==> config.mk <==
export PLATFORM = sky130hd
export DESIGN_NAME = sys_arr_fifo_flat
export DESIGN_NICKNAME = d
export VERILOG_FILES = /design/src/rtl/sys_arr_fifo_if.sv /design/src/rtl/sys_arr_fifo.sv /design/src/flat_wrapper.sv
export SDC_FILE = /design/constraint.sdc
export NUM_CORES = 1
export LEC_CHECK = 0
export ABC_CLOCK_PERIOD_IN_PS = 22300
export BUFFER_PORTS_ARGS = -buffer_cell sky130_fd_sc_hd__buf_4
export CAP_MARGIN = 20
export CORE_MARGIN = 2
export CORE_UTILIZATION = 45
export CTS_BUF_LIST = sky130_fd_sc_hd__clkbuf_8
export CTS_CLUSTER_DIAMETER = 30
export DETAILED_ROUTE_END_ITERATION = 12
export PLACE_DENSITY = 0.61
export SYNTH_ARGS = -nofsm -noshare
export SYNTH_HDL_FRONTEND = slang
export SYNTH_SLANG_ARGS = --single-unit
==> constraint.sdc <==
create_clock -name clk -period 22.3 [get_ports clk]
set_input_delay 1.115 -clock clk [delete_from_list [all_inputs] [get_ports clk]]
set_output_delay 1.115 -clock clk [all_outputs]
set_load 0.01 [all_outputs]
==> src/rtl/sys_arr_fifo_if.sv <==
// FIFO handshake bundle: push/pop requests, beat data and occupancy status.
// Optional error outputs exist only when SYS_ARR_FIFO_ERR_FLAGS_EN is defined.
interface sys_arr_fifo_if #(
  parameter int BW    = 2,
  parameter int DEPTH = 8
);
  logic                       push;
  logic [BW-1:0][31:0]        dat_in;
  logic                       pop;
  logic [BW-1:0][31:0]        dat_out;
  logic                       is_full;
  logic                       is_empty;
  logic [$clog2(DEPTH):0]     count;
`ifdef SYS_ARR_FIFO_ERR_FLAGS_EN
  logic                       overflow;
  logic                       underflow;

  modport slave  (input push, dat_in, pop,
                  output dat_out, is_full, is_empty, count, overflow, underflow);
  modport master (output push, dat_in, pop,
                  input dat_out, is_full, is_empty, count, overflow, underflow);
`else
  modport slave  (input push, dat_in, pop,
                  output dat_out, is_full, is_empty, count);
  modport master (output push, dat_in, pop,
                  input dat_out, is_full, is_empty, count);
`endif
endinterface

==> src/rtl/sys_arr_fifo.sv <==
// First-word-fall-through beat FIFO with wrap-bit pointers and combinational head.
// Define SYS_ARR_FIFO_ERR_FLAGS_EN to add sticky overflow/underflow outputs.
module sys_arr_fifo #(
  parameter int BW    = 2,
  parameter int DEPTH = 8
) (
  input  logic         clk,
  input  logic         rst,
  sys_arr_fifo_if.slave f
);
  localparam int AW = $clog2(DEPTH);
  localparam logic [AW:0] ONE = 1;

  logic [BW-1:0][31:0] mem [DEPTH];
  logic [AW:0]         wr_ptr_reg;
  logic [AW:0]         rd_ptr_reg;
  logic [AW:0]         count_reg;
  logic                full;
  logic                empty;
  logic                push_acc;
  logic                pop_acc;
  logic [BW-1:0][31:0] head;

  assign empty = (wr_ptr_reg == rd_ptr_reg);
  assign full  = (wr_ptr_reg[AW-1:0] == rd_ptr_reg[AW-1:0]) &&
                 (wr_ptr_reg[AW] != rd_ptr_reg[AW]);

  // A full FIFO refuses pushes even when a pop retires an entry this cycle.
  assign push_acc = f.push & ~full;
  assign pop_acc  = f.pop & ~empty;

  always_ff @(posedge clk) begin
    if (rst) begin
      wr_ptr_reg <= '0;
      rd_ptr_reg <= '0;
      count_reg  <= '0;
    end else begin
      if (push_acc) wr_ptr_reg <= wr_ptr_reg + ONE;
      if (pop_acc)  rd_ptr_reg <= rd_ptr_reg + ONE;
      case ({push_acc, pop_acc})
        2'b10:   count_reg <= count_reg + ONE;
        2'b01:   count_reg <= count_reg - ONE;
        default: count_reg <= count_reg;
      endcase
    end
  end

  always_ff @(posedge clk) begin
    if (!rst && push_acc) mem[wr_ptr_reg[AW-1:0]] <= f.dat_in;
  end

  assign head = mem[rd_ptr_reg[AW-1:0]];

  generate
    for (genvar gi = 0; gi < BW; gi++) begin : g_out
      assign f.dat_out[gi] = empty ? 32'd0 : head[gi];
    end
  endgenerate

  assign f.is_full  = full;
  assign f.is_empty = empty;
  assign f.count    = count_reg;

`ifdef SYS_ARR_FIFO_ERR_FLAGS_EN
  logic overflow_reg;
  logic underflow_reg;

  always_ff @(posedge clk) begin
    if (rst) begin
      overflow_reg  <= 1'b0;
      underflow_reg <= 1'b0;
    end else begin
      if (f.push && full) overflow_reg  <= 1'b1;
      if (f.pop && empty) underflow_reg <= 1'b1;
    end
  end

  assign f.overflow  = overflow_reg;
  assign f.underflow = underflow_reg;
`endif
endmodule

==> src/flat_wrapper.sv <==
// flat-port wrapper written by rule: the top's interface ports become plain ports
module sys_arr_fifo_flat 
#(
  parameter int BW    = 2,
  parameter int DEPTH = 8
)
  (clk, rst, f_push, f_dat_in, f_pop, f_dat_out, f_is_full, f_is_empty, f_count);
  sys_arr_fifo_if #(.BW(BW), .DEPTH(DEPTH)) f_i ();
  input  logic clk;
  input  logic rst;
  input wire logic [$bits(f_i.push)-1:0] f_push;
  input wire logic [$bits(f_i.dat_in)-1:0] f_dat_in;
  input wire logic [$bits(f_i.pop)-1:0] f_pop;
  output wire logic [$bits(f_i.dat_out)-1:0] f_dat_out;
  output wire logic [$bits(f_i.is_full)-1:0] f_is_full;
  output wire logic [$bits(f_i.is_empty)-1:0] f_is_empty;
  output wire logic [$bits(f_i.count)-1:0] f_count;
  assign f_i.push = f_push;
  assign f_i.dat_in = f_dat_in;
  assign f_i.pop = f_pop;
  assign f_dat_out = f_i.dat_out;
  assign f_is_full = f_i.is_full;
  assign f_is_empty = f_i.is_empty;
  assign f_count = f_i.count;
  sys_arr_fifo #(.BW(BW), .DEPTH(DEPTH)) u_core (.clk(clk), .rst(rst), .f(f_i));
endmodule
* Word-level counts from Yosys, hierarchy flattened
Memory sizes are Yosys's and may differ from the RTL's. A register that Yosys moved wholly into a read port is not among the register bits.
Index checks and enable logic that the tools add are counted.
** Operators by class
- Reductions and logical operators :: 4
- Magnitude comparators :: 0
- Eq/ne operators :: 5
- Multiplexer cells :: 7
- $mul :: 0
- Bitwise gates (word level) :: 4
- Div/mod/pow operators :: 0
- Add/sub/neg operators :: 4
- Shift operators :: 0
** Operators with widths (number)
- $mux W32 :: 2
- $add A4 B1 Y4 const B :: 3
- $pmux W4 S2 :: 1
- $mux W3 :: 2
- $eq A4 B4 Y1 :: 1
- $sub A4 B1 Y4 const B :: 1
- $eq A3 B3 Y1 :: 1
- $and A1 B1 Y1 :: 2
- $eq A2 B1 Y1 const B :: 1
- $eq A2 B2 Y1 const B :: 1
- $logic_and A1 B1 Y1 :: 2
- $mux W1 :: 2
- $not A1 Y1 :: 2
- $reduce_bool A2 Y1 :: 1
- $logic_not A1 Y1 :: 1
- $ne A1 B1 Y1 :: 1
** Storage, ports and cells
- Bits in latches :: 0
- RAM bits :: 512
- Bits of input ports :: 68
- Bits in registers :: 12
- Memories kept :: 1
- ROM bits :: 0
** Memory list
- u_core.mem :: depth 8, bits a word 64, read ports 1, clocked after memory_dff 1, wr ports 1, RTL line sys_arr_fifo.sv:14 : logic [BW-1:0][31:0] mem [DEPTH];

* Logic depth before layout (Yosys ltp)
Gate-level depths: netlist (run 1).
- Word-level depth :: 7
- Depth in mapped cells :: 10

* Least setup slack after synthesis (run 1)
OpenSTA, ideal clock, no wires.
- Kind :: input to register
- Start point :: in rst
- End point :: mem u_core.mem[6][0] (netlist bit) (enable)
- Setup time :: 0.644 ns
- Slack :: 14.111 ns
- Data arrival time :: 7.545 ns
- Cell stages on the path :: 3
- Required time :: 21.656 ns
- Cells stage by stage :: clkbuf_1 -> nand2b_1 -> nor4_1
** On the way
- Longest elaborated chain between the ends :: 4
** RTL lines
- from (decl) :: RTL line flat_wrapper.sv:10 : input logic rst;
- $logic_not A1 Y1 :: RTL line sys_arr_fifo.sv:49 : if (!rst && push_acc) mem[wr_ptr_reg[AW-1:0]] <= f.dat_in;
- $logic_and A1 B1 Y1 :: RTL line sys_arr_fifo.sv:49
- $mux W1 :: RTL line sys_arr_fifo.sv:49
- $mux W1 (implied by the code) :: RTL line sys_arr_fifo.sv:49
- to (decl) :: RTL line sys_arr_fifo.sv:14
Every way passes these cells.

* Worst setup path in the final report (run 1)
- Start point :: reg u_core.wr_ptr_reg[0]
- End point :: out f_dat_out[34]
** On the way
- Longest elaborated chain between the ends :: 2
** RTL lines
- from (decl) :: RTL line sys_arr_fifo.sv:15 : logic [AW:0] wr_ptr_reg;
- from (signal assigned) :: RTL line sys_arr_fifo.sv:38 : if (push_acc) wr_ptr_reg <= wr_ptr_reg + ONE;
- $eq A4 B4 Y1 :: RTL line sys_arr_fifo.sv:24 : assign empty = (wr_ptr_reg == rd_ptr_reg);
- $mux W32 :: RTL line sys_arr_fifo.sv:56 : assign f.dat_out[gi] = empty ? 32'd0 : head[gi];
- to (decl) :: RTL line flat_wrapper.sv:14 : output wire logic [$bits(f_i.dat_out)-1:0] f_dat_out;
Every way passes these cells.

==> impl_metrics.csv, run 1 <==
group,metric,value,unit
pwr,peakVddDrop,0.07870,mV
yosys,synth_seq_area_share,77.37,%
sta,maxSlewViolCount,0,
yosys,post-synth-top-area-cell,"edfxtp_1",
pwr,clkPwrFrac,42.4,%
sta,period_share,20.41,%
critical_path,critPathRequiredTime,21.19,ns
sta,tightest_slew,1.033,ns
clock_tree,tritoncts,"built",
placed_design,dp_hpwl,20820,um
drt,vias_per_cell,5.288,
finish,syn2layout_area_growth,20.81,%
finish,final_nets,1202,
critical_path,reg2reg_setup_slack,18.87,ns
finish,layout-drive-gt1-share,39.20,%
yosys,synth-edff-count,512,
clock_tree,path_clk_slew,0.05,ns
critical_path,endpoint_kind,"primary output",
drt,drt.antenna.violating_nets,0,
yosys,synthesis.nets,983,
finish,largest_reg_flops,512,
clock_tree,cts_buffers,109,
critical_path,critPathLaunchType,"flip-flop",
pwr,leakage,7.951,nW
critical_path,crit_buf_inv,2,
job,drv_cap,0,
drt,finalWirelength,41910,um
global_route,grt_util_all_layers,18.46,%
clock_tree,cts.htree.levels,3,
placed_design,place.gp.congestion,0.7020,
finish,diodes,0,
critical_path,crit_end,"f_dat_out[34]",
placed_design,placed_area,0.02199,mm2
drt,dr_total_vias,9593,
floorplanning,rows,77,
yosys,ys_ff_latch,527,
yosys,synth_area,0.02026,mm2
pwr,p_seq_share,43.5,%
critical_path,path_max_fanout,56,
drt,drc,0,
finish,fin_util,55.23,%
clock_tree,insertion_delay,0.68,ns
clock_tree,clk_path_buf_depth,3,
global_route,antenna_found_initial,2,
finish,finish.instance_area,0.02448,mm2
pwr,p_sw_share,24.75,%
yosys,ys_types,36,
sta,finalCriticalPeriod,4.552,ns
yosys,async_reset_ff_share,0,%
yosys,synth.avg_cell_area,22.29,um2
critical_path,cp.depth,6,
clock_tree,ctsResizeCount,0,
drt,routedWlPerCell,23.11,um
clock_tree,post_cts_buffers,0,
global_route,grt_max_degree,107,
sta,rsz0062_at_grt,"false",
drt,first_iter_violations,806,
pwr,power_switching,0.6409,mW
sta,finClkSkew,0.02259,ns
floorplanning,core_area,0.04432,mm2
critical_path,worstReg2RegEnd,"u_core.mem[3][3]",
floorplanning,boundaryPins,138,
yosys,yosysTopAreaCellShare,75.88,%
sta,fmax,219.7,MHz
sta,setup_ws,17.75,ns
critical_path,path_class,"flip-flop to primary output",
yosys,syn_inst,909,
placed_design,numPortBuffers,137,
critical_path,crit_start,"u_core.wr_ptr_reg[0]",
finish,final_cell_mix,"512 x edfxtp_1, 150 x buf_4, 128 x mux4_2, 111 x clkbuf_8, 78 x nor2_1",
critical_path,crit_slowest_cell,"buf_4",
floorplanning,fp.dieH,216.2,um
global_route,grt_pass1_vias,10453,
outcome,status,"finished, final reports clean",
clock_tree,holdBufCountCts,0,
critical_path,ff2ff_path_depth,5,
global_route,grt.overflow.total,0,
yosys,ys.flop_type,"edfxtp_1",
sta,finalSetupTns,0,ns
yosys,ys_top_cells_by_area,"edfxtp_1 76%, mux4_2 14%, mux2i_1 3.3%",
critical_path,reg2reg_from,"u_core.wr_ptr_reg[0]",
pwr,p_int,1.948,mW
worst_hold_path,hold_path_class,"flip-flop to flip-flop",
yosys,yosys_warnings,0,
critical_path,arrival,3.44,ns
sta,hold_viol_final,0,
sta,relSlewSlack,30.77,%
clock_tree,cts_sinks,527,
placed_design,pre_cts_ws,18.26,ns
floorplanning,die_area,0.04674,mm2
drt,drtPass1Iterations,5,
finish,final_common_cell,"edfxtp_1",
global_route,grt_pass1_wl,63910,um
floorplanning,start_util,45.72,%
critical_path,path_delay_family,"simple AND/OR/NAND/NOR gates",
critical_path,cpMostUsedCell,"buf_4",
critical_path,crit_chain,"xor2_2 -> or3_4 -> nor2_4 -> buf_4 -> nor2_1 -> buf_4",
pwr,p_comb_share,14.1,%
clock_tree,cts_root_buf,"clkbuf_8",
floorplanning,dieWidth,216.2,um
critical_path,crit_path_max_incr_delay,0.76,ns
pwr,cellPowerDensity,105.8,mW/mm2
sta,setup_viol,0,
-- cells in the mapped netlist, types with 2 or more instances --
cell and number:
edfxtp_1 512, mux4_2 128, nor2_1 81, mux2i_1 66, clkbuf_1 24, dfxtp_1 15, buf_2 14, inv_1 7
a21oi_1 6, buf_6 6, nand2_1 6, ha_1 5, or3_1 5, xor2_1 4, nor3_1 3, xor2_2 3
a31oi_1 2, nand4_1 2, nor3_2 2, xnor2_1 2
-- worst reg2reg max path, stage by stage, from the launching register on --
cell     delay (ns)
dfxtp_1        0.55
xor2_2         0.36
nor4_4         0.14
or3b_4         0.47
nor3_4         0.62
buf_4          0.89
-- routing by layer --
layer | global-route usage (%) | wire length (um) | vias up
met3 | 4.744 | 2268 | 64
met5 | 0 | 30 | -
li1 | - | - | 4238
met2 | 29.50 | 20500 | 248
met1 | 25.09 | 18450 | 5039
met4 | 5.799 | 667 | 4
-- cell families (layout without fill, tap and decap cells) --
family / after synthesis / after routing / share of synthesized area [%]
compound gates: 12 / 12 / 0.4879
xor+xnor: 9 / 9 / 0.5002
fa+ha+maj: 6 / 6 / 0.4076
buf+inv: 52 / 365 / 1.291
flops: 527 / 527 / 77.37
mux: 195 / 195 / 17.54
simple gates: 108 / 108 / 2.402
-- power groups by stage --
stage	clock (mW)	sequential [mW]	combinational, mW
after floorplan	0	1.13	0.247
after global placement	0	1.15	0.370
after detailed placement	0	1.15	0.373
after CTS	1.12	1.13	0.375
after global routing	1.17	1.13	0.398
final	1.10	1.13	0.365
-- how the worst min path moves through the flow --
| stage | startpoint | to | slack (ns) | depth (start not counted) |
|---|---|---|---|---|
| global route | u_core.f.count[3] | u_core.f.count[3] | 0.51 | 2 |
| finish | u_core.f.count[3] | u_core.f.count[3] | 0.48 | 2 |
| CTS | u_core.f.count[3] | u_core.f.count[3] | 0.48 | 2 |
| global placement | u_core.f.count[3] | u_core.f.count[3] | 0.47 | 2 |
| detailed placement | u_core.f.count[3] | u_core.f.count[3] | 0.48 | 2 |
| floorplan | u_core.f.count[3] | u_core.f.count[3] | 0.50 | 2 |
-- area by class of cell --
class	count	area (um2)
Sequential cell	527	15690
Fill cell	3477	19840
Inverter	7	26.28
Clock buffer	111	1528
Clock inverter	94	925.9
Multi-Input combinational cell	330	4380
Tap cell	592	740.7
Timing Repair Buffer	153	1189
-- stage by stage --
stage / hold slack, ns / power, mW / cells
after floorplan: 0.4959 / 1.380 / 909
after global placement: 0.4678 / 1.515 / 1607
after detailed placement: 0.4752 / 1.519 / 1608
after CTS: 0.4845 / 2.626 / 1813
after global routing: 0.5100 / 2.700 / 1814
final: 0.4787 / 2.589 / 1814
No activity file was read; power rests on OpenSTA's default activity.
==> inputs of run 2 (changes only) <==
ABC_CLOCK_PERIOD_IN_PS = 3700   (was 22300)
PLACE_DENSITY = 0.64   (was 0.61)
clock period = 3.7 ns   (was 22.3 ns; I/O delays follow)
==> impl_metrics.csv, run 2 (synthesis results as in run 1) <==
group,metric,value,unit
critical_path,arrival,3.04,ns
drt,routedWlPerCell,21.66,um
drt,drt.antenna.violating_nets,0,
global_route,grt_pass1_wl,62470,um
sta,relSlewSlack,49.76,%
pwr,p_comb_share,15.2,%
global_route,grt_util_all_layers,17.75,%
sta,finalCriticalPeriod,3.222,ns
sta,finClkSkew,0.02636,ns
critical_path,cp.depth,6,
clock_tree,post_cts_buffers,0,
floorplanning,rows,77,
finish,syn2layout_area_growth,24.41,%
pwr,p_sw_share,24.16,%
finish,fin_util,56.87,%
placed_design,pre_cts_ws,0.8353,ns
clock_tree,path_clk_slew,0.06,ns
worst_hold_path,hold_path_class,"input port to flip-flop",
sta,period_share,87.08,%
critical_path,crit_buf_inv,2,
critical_path,worstReg2RegEnd,"u_core.f.count[3]",
job,drv_cap,0,
pwr,power_switching,3.703,mW
sta,maxSlewViolCount,0,
floorplanning,core_area,0.04432,mm2
global_route,grt_max_degree,65,
floorplanning,boundaryPins,138,
drt,dr_total_vias,9865,
critical_path,reg2reg_from,"u_core.wr_ptr_reg[0]",
critical_path,reg2reg_setup_slack,0.85,ns
critical_path,ff2ff_path_depth,8,
sta,tightest_slew,0.7536,ns
placed_design,place.gp.congestion,0.7225,
sta,setup_ws,0.4779,ns
clock_tree,ctsResizeCount,0,
critical_path,crit_end,"f_dat_out[28]",
drt,finalWirelength,40570,um
pwr,power,15.33,mW
critical_path,critPathRequiredTime,3.51,ns
clock_tree,cts_buffers,103,
finish,final_nets,1273,
clock_tree,cts.htree.levels,3,
drt,drc,0,
floorplanning,die_area,0.04674,mm2
drt,vias_per_cell,5.267,
finish,largest_reg_flops,512,
finish,finish.instance_area,0.02521,mm2
global_route,grt_pass1_vias,10771,
finish,layoutNonFillerInstCount,1873,
critical_path,critPathLaunchType,"flip-flop",
floorplanning,dieWidth,216.2,um
critical_path,endpoint_kind,"primary output",
sta,hold_viol_final,0,
pwr,p_seq_share,44.3,%
sta,rsz0062_at_grt,"false",
placed_design,dp.cells,1618,
clock_tree,clk_path_buf_depth,3,
outcome,status,"finished, final reports clean",
floorplanning,fp.dieH,216.2,um
floorplanning,start_util,45.72,%
drt,first_iter_violations,723,
placed_design,numPortBuffers,137,
finish,final_common_cell,"edfxtp_1",
finish,seq_area,0.01569,mm2
finish,final_cell_mix,"512 x edfxtp_1, 147 x buf_4, 128 x mux4_2, 107 x clkbuf_8, 78 x nor2_1",
placed_design,dp_hpwl,21770,um
placed_design,placed_area,0.02227,mm2
global_route,grt.overflow.total,0,
clock_tree,cts_sinks,527,
drt,drtPass1Iterations,4,
sta,finalSetupTns,0,ns
critical_path,crit_start,"u_core.wr_ptr_reg[0]",
critical_path,crit_path_max_incr_delay,0.57,ns
critical_path,path_class,"flip-flop to primary output",
sta,whs,0.3010,ns
critical_path,path_delay_family,"simple AND/OR/NAND/NOR gates",
global_route,antenna_found_initial,1,
clock_tree,insertion_delay,0.66,ns
pwr,leakage,8.228,nW
pwr,p_int,11.63,mW
critical_path,crit_slowest_cell,"dfxtp_1",
sta,setup_viol,0,
critical_path,crit_chain,"xor2_2 -> or3_4 -> nor2_4 -> buf_4 -> nor2_1 -> buf_4",
clock_tree,holdBufCountCts,68,
sta,fmax,310.4,MHz
pwr,cellPowerDensity,608.2,mW/mm2
finish,multi_input_area,0.004408,mm2
clock_tree,cts_root_buf,"clkbuf_8",
finish,layout-drive-gt1-share,36.30,%
clock_tree,tritoncts,"built",
finish,fill_cells,3412,
critical_path,cpMostUsedCell,"buf_4",
finish,diodes,0,
critical_path,path_max_fanout,17,
pwr,clkPwrFrac,40.6,%
pwr,peakVddDrop,0.2979,mV
-- run 2: cell types whose count changed in the layout (fill, tap and decap cells not counted), moves of 4 or more --
cell	before	now
dlygate4sd3_1	0	68
buf_12	1	15
clkinv_2	24	17
clkinv_4	8	2
clkinvlp_4	14	9
clkbuf_8	111	107
clkinv_1	12	16
-- run 2: area by class of cell --
class	instances	share of cell area [%]
flip-flops and latches	527	62.23
multi-input cells	330	17.49
repair buffers	230	8.270
clock buffers	107	5.843
clock inverters	80	3.122
well taps	592	2.939
inverters	7	0.1042
-- run 2: how the worst min path moves through the flow --
stage / endpoint / slack [ns] / cells after the start / startpoint
final: u_core.mem[2][63] / 0.30 / 2 / f_dat_in[63]
after CTS: u_core.mem[6][32] / 0.25 / 2 / f_dat_in[32]
after global routing: u_core.mem[7][63] / 0.28 / 2 / f_dat_in[63]
after floorplan: u_core.mem[0][0] / 0.28 / 0 / f_dat_in[0]
after global placement: u_core.mem[2][23] / 0.42 / 1 / f_dat_in[23]
after detailed placement: u_core.mem[7][41] / 0.42 / 1 / f_dat_in[41]
-- run 2: per-layer routing --
metal | up-vias | part of all wire, % | GRT usage [%]
met5 | - | 0.030 | 0
met4 | 2 | 1.6 | 5.388
met3 | 59 | 5.7 | 4.126
met2 | 267 | 50 | 29.39
met1 | 5164 | 43 | 23.58
li1 | 4373 | - | -
-- run 2: power by group through the flow --
stage	Clock [mW]	Combinational, mW	Sequential, mW
6_report	6.22	2.33	6.78
5_1_grt	6.65	2.54	6.80
4_1_cts	6.36	2.39	6.79
3_5_place_dp	0	2.32	6.91
3_3_place_gp	0	2.30	6.91
2_1_floorplan	0	1.49	6.83
-- run 2: worst reg2reg max path, cell delays in order, from the launching register on --
cell     delay, ns
dfxtp_1       0.57
xor2_2        0.22
o41ai_2       0.53
ha_1          0.29
ha_1          0.28
a21oi_1       0.17
a21oi_1       0.10
or4_1         0.47
a21oi_1       0.17
==> inputs of run 3 (changes only) <==
REMOVE_ABC_BUFFERS = 1   (was not set)
==> impl_metrics.csv, run 3 (synthesis results as in run 1) <==
group,metric,value,unit
sta,fmax,337.5,MHz
critical_path,reg2reg_setup_slack,0.85,ns
critical_path,path_class,"flip-flop to primary output",
critical_path,critPathLaunchType,"flip-flop",
finish,final_cell_mix,"512 x edfxtp_1, 149 x buf_4, 128 x mux4_2, 106 x clkbuf_8, 78 x nor2_1",
outcome,status,"finished, final reports clean",
critical_path,arrival,2.78,ns
clock_tree,path_clk_slew,0.06,ns
critical_path,worstReg2RegEnd,"u_core.f.count[3]",
drt,first_iter_violations,669,
sta,rsz0062_at_grt,"false",
sta,relSlewSlack,54.17,%
pwr,p_seq_share,45.1,%
sta,maxSlewViolCount,0,
global_route,grt.overflow.total,0,
job,drv_cap,0,
finish,fill_cells,3414,
clock_tree,cts_sinks,527,
placed_design,numPortBuffers,137,
placed_design,placed_area,0.02221,mm2
worst_hold_path,min_from,"f_dat_in[45]",
drt,drt.antenna.violating_nets,0,
critical_path,endpoint_kind,"primary output",
critical_path,path_max_fanout,39,
drt,drc,0,
worst_hold_path,whs_path_depth,2,
clock_tree,cts_buffers,99,
finish,largest_reg_flops,512,
sta,finalCriticalPeriod,2.963,ns
placed_design,dp_hpwl,21360,um
global_route,grt_pass1_wl,61750,um
pwr,power_switching,3.628,mW
global_route,antenna_found_initial,2,
sta,setup_viol,0,
floorplanning,boundaryPins,138,
worst_hold_path,hold_end,"u_core.mem[2][45]",
drt,drtPass1Iterations,4,
floorplanning,fp.dieH,216.2,um
finish,layout-drive-gt1-share,35.99,%
clock_tree,cts_root_buf,"clkbuf_8",
drt,vias_per_cell,5.215,
sta,hold_viol_final,0,
floorplanning,start_util,45.72,%
clock_tree,cts.htree.levels,3,
global_route,grt_util_all_layers,17.68,%
critical_path,ff2ff_path_depth,8,
finish,finish.instance_area,0.02505,mm2
floorplanning,dieWidth,216.2,um
clock_tree,tritoncts,"built",
clock_tree,clk_path_buf_depth,3,
floorplanning,core_area,0.04432,mm2
floorplanning,rows,77,
sta,finalSetupTns,0,ns
drt,routedWlPerCell,21.66,um
pwr,leakage,8.196,nW
pwr,p_comb_share,15.3,%
placed_design,place.gp.congestion,0.7210,
global_route,grt_pass1_vias,10724,
pwr,clkPwrFrac,39.5,%
drt,finalWirelength,40550,um
sta,tightest_slew,0.6875,ns
pwr,peakVddDrop,0.2770,mV
worst_hold_path,hold_path_class,"input port to flip-flop",
drt,dr_total_vias,9763,
critical_path,critPathRequiredTime,3.51,ns
pwr,p_int,11.37,mW
finish,final_common_cell,"edfxtp_1",
critical_path,reg2reg_from,"u_core.wr_ptr_reg[0]",
floorplanning,die_area,0.04674,mm2
pwr,p_sw_share,24.19,%
pwr,cellPowerDensity,598.8,mW/mm2
sta,period_share,80.08,%
sta,finClkSkew,0.02140,ns
clock_tree,insertion_delay,0.64,ns
finish,final_nets,1269,
finish,syn2layout_area_growth,23.63,%
global_route,grt_max_degree,65,
==> run 3: cell types whose count changed in the layout (fill, tap and decap cells not counted), moves of 3 or more <==
cell,before,now
bufinv_16,15,12
clkinv_4,2,6
inv_1,24,28
nor3_2,0,3
nor3_4,5,2
==> run 3: metrics by stage <==
| stage | setup WS (ns) | power [mW] | utilization, % | hold slack (ns) | std cells |
|---|---|---|---|---|---|
| global placement | 0.9343 | 9.172 | 50.12 | 0.4167 | 1618 |
| global route | 0.5136 | 15.66 | 56.51 | 0.2939 | 1871 |
| floorplan | -4.028 | 8.413 | - | 0.2541 | 864 |
| CTS | 0.6121 | 15.21 | 56.51 | 0.2616 | 1870 |
| finish | 0.7369 | 15.00 | 56.52 | 0.3208 | 1872 |
| detailed placement | 0.8327 | 9.196 | 50.12 | 0.4165 | 1618 |
==> run 3: cell type report <==
class | count | area, um2 | share of cell area (%)
Clock buffer | 106 | 1459 | 5.824
Tap cell | 592 | 740.7 | 2.957
Inverter | 7 | 26.28 | 0.1049
Sequential cell | 527 | 15690 | 62.63
Multi-Input combinational cell | 330 | 4380 | 17.49
Antenna cell | 2 | 5.005 | 0.01998
Timing Repair Buffer | 230 | 2059 | 8.222
Clock inverter | 78 | 690.7 | 2.757
==> run 3: timing repair <==
action,4_1_cts,5_1_grt
hold buffers,68,0
gates resized for setup,0,0
hold endpoints to repair,527,0
setup buffers,0,0
==> run 3: power groups by stage <==
stage / clock network (mW) / logic, mW / registers [mW]
2_1_floorplan: 0 / 1.36 / 7.05
3_3_place_gp: 0 / 2.28 / 6.89
3_5_place_dp: 0 / 2.30 / 6.90
4_1_cts: 6.07 / 2.37 / 6.78
5_1_grt: 6.36 / 2.51 / 6.79
6_report: 5.93 / 2.30 / 6.77
==> run 3: worst max-delay path, stage by stage (launching register included) <==
cell and delay (ns):
dfxtp_4 0.68, buf_12 0.38, mux4_2 0.55, mux2i_1 0.27
nor2_1 0.08, buf_4 0.15
==> run 3: metal layers <==
layer | wire length, um | track usage (%) | up-vias | share of wire [%]
met1 | 17980 | 24.04 | 5093 | 44
met2 | 19880 | 28.48 | 246 | 49
li1 | - | - | 4364 | -
met5 | 0 | 0 | - | 0
met4 | 769 | 6.324 | 0 | 1.9
met3 | 1927 | 3.804 | 60 | 4.8
==> run 3: worst max-delay path by stage <==
stage | startpoint | endpoint | slack, ns | depth (start not counted)
2_1_floorplan | u_core.wr_ptr_reg[0] | u_core.mem[6][0] | -4.03 | 3
3_3_place_gp | u_core.wr_ptr_reg[0] | u_core.f.count[3] | 0.93 | 9
3_5_place_dp | u_core.wr_ptr_reg[0] | u_core.f.count[3] | 0.83 | 8
4_1_cts | flip-flop | f_dat_out[32] | 0.61 | 5
5_1_grt | flip-flop | f_dat_out[53] | 0.51 | 5
6_report | flip-flop | f_dat_out[55] | 0.74 | 5
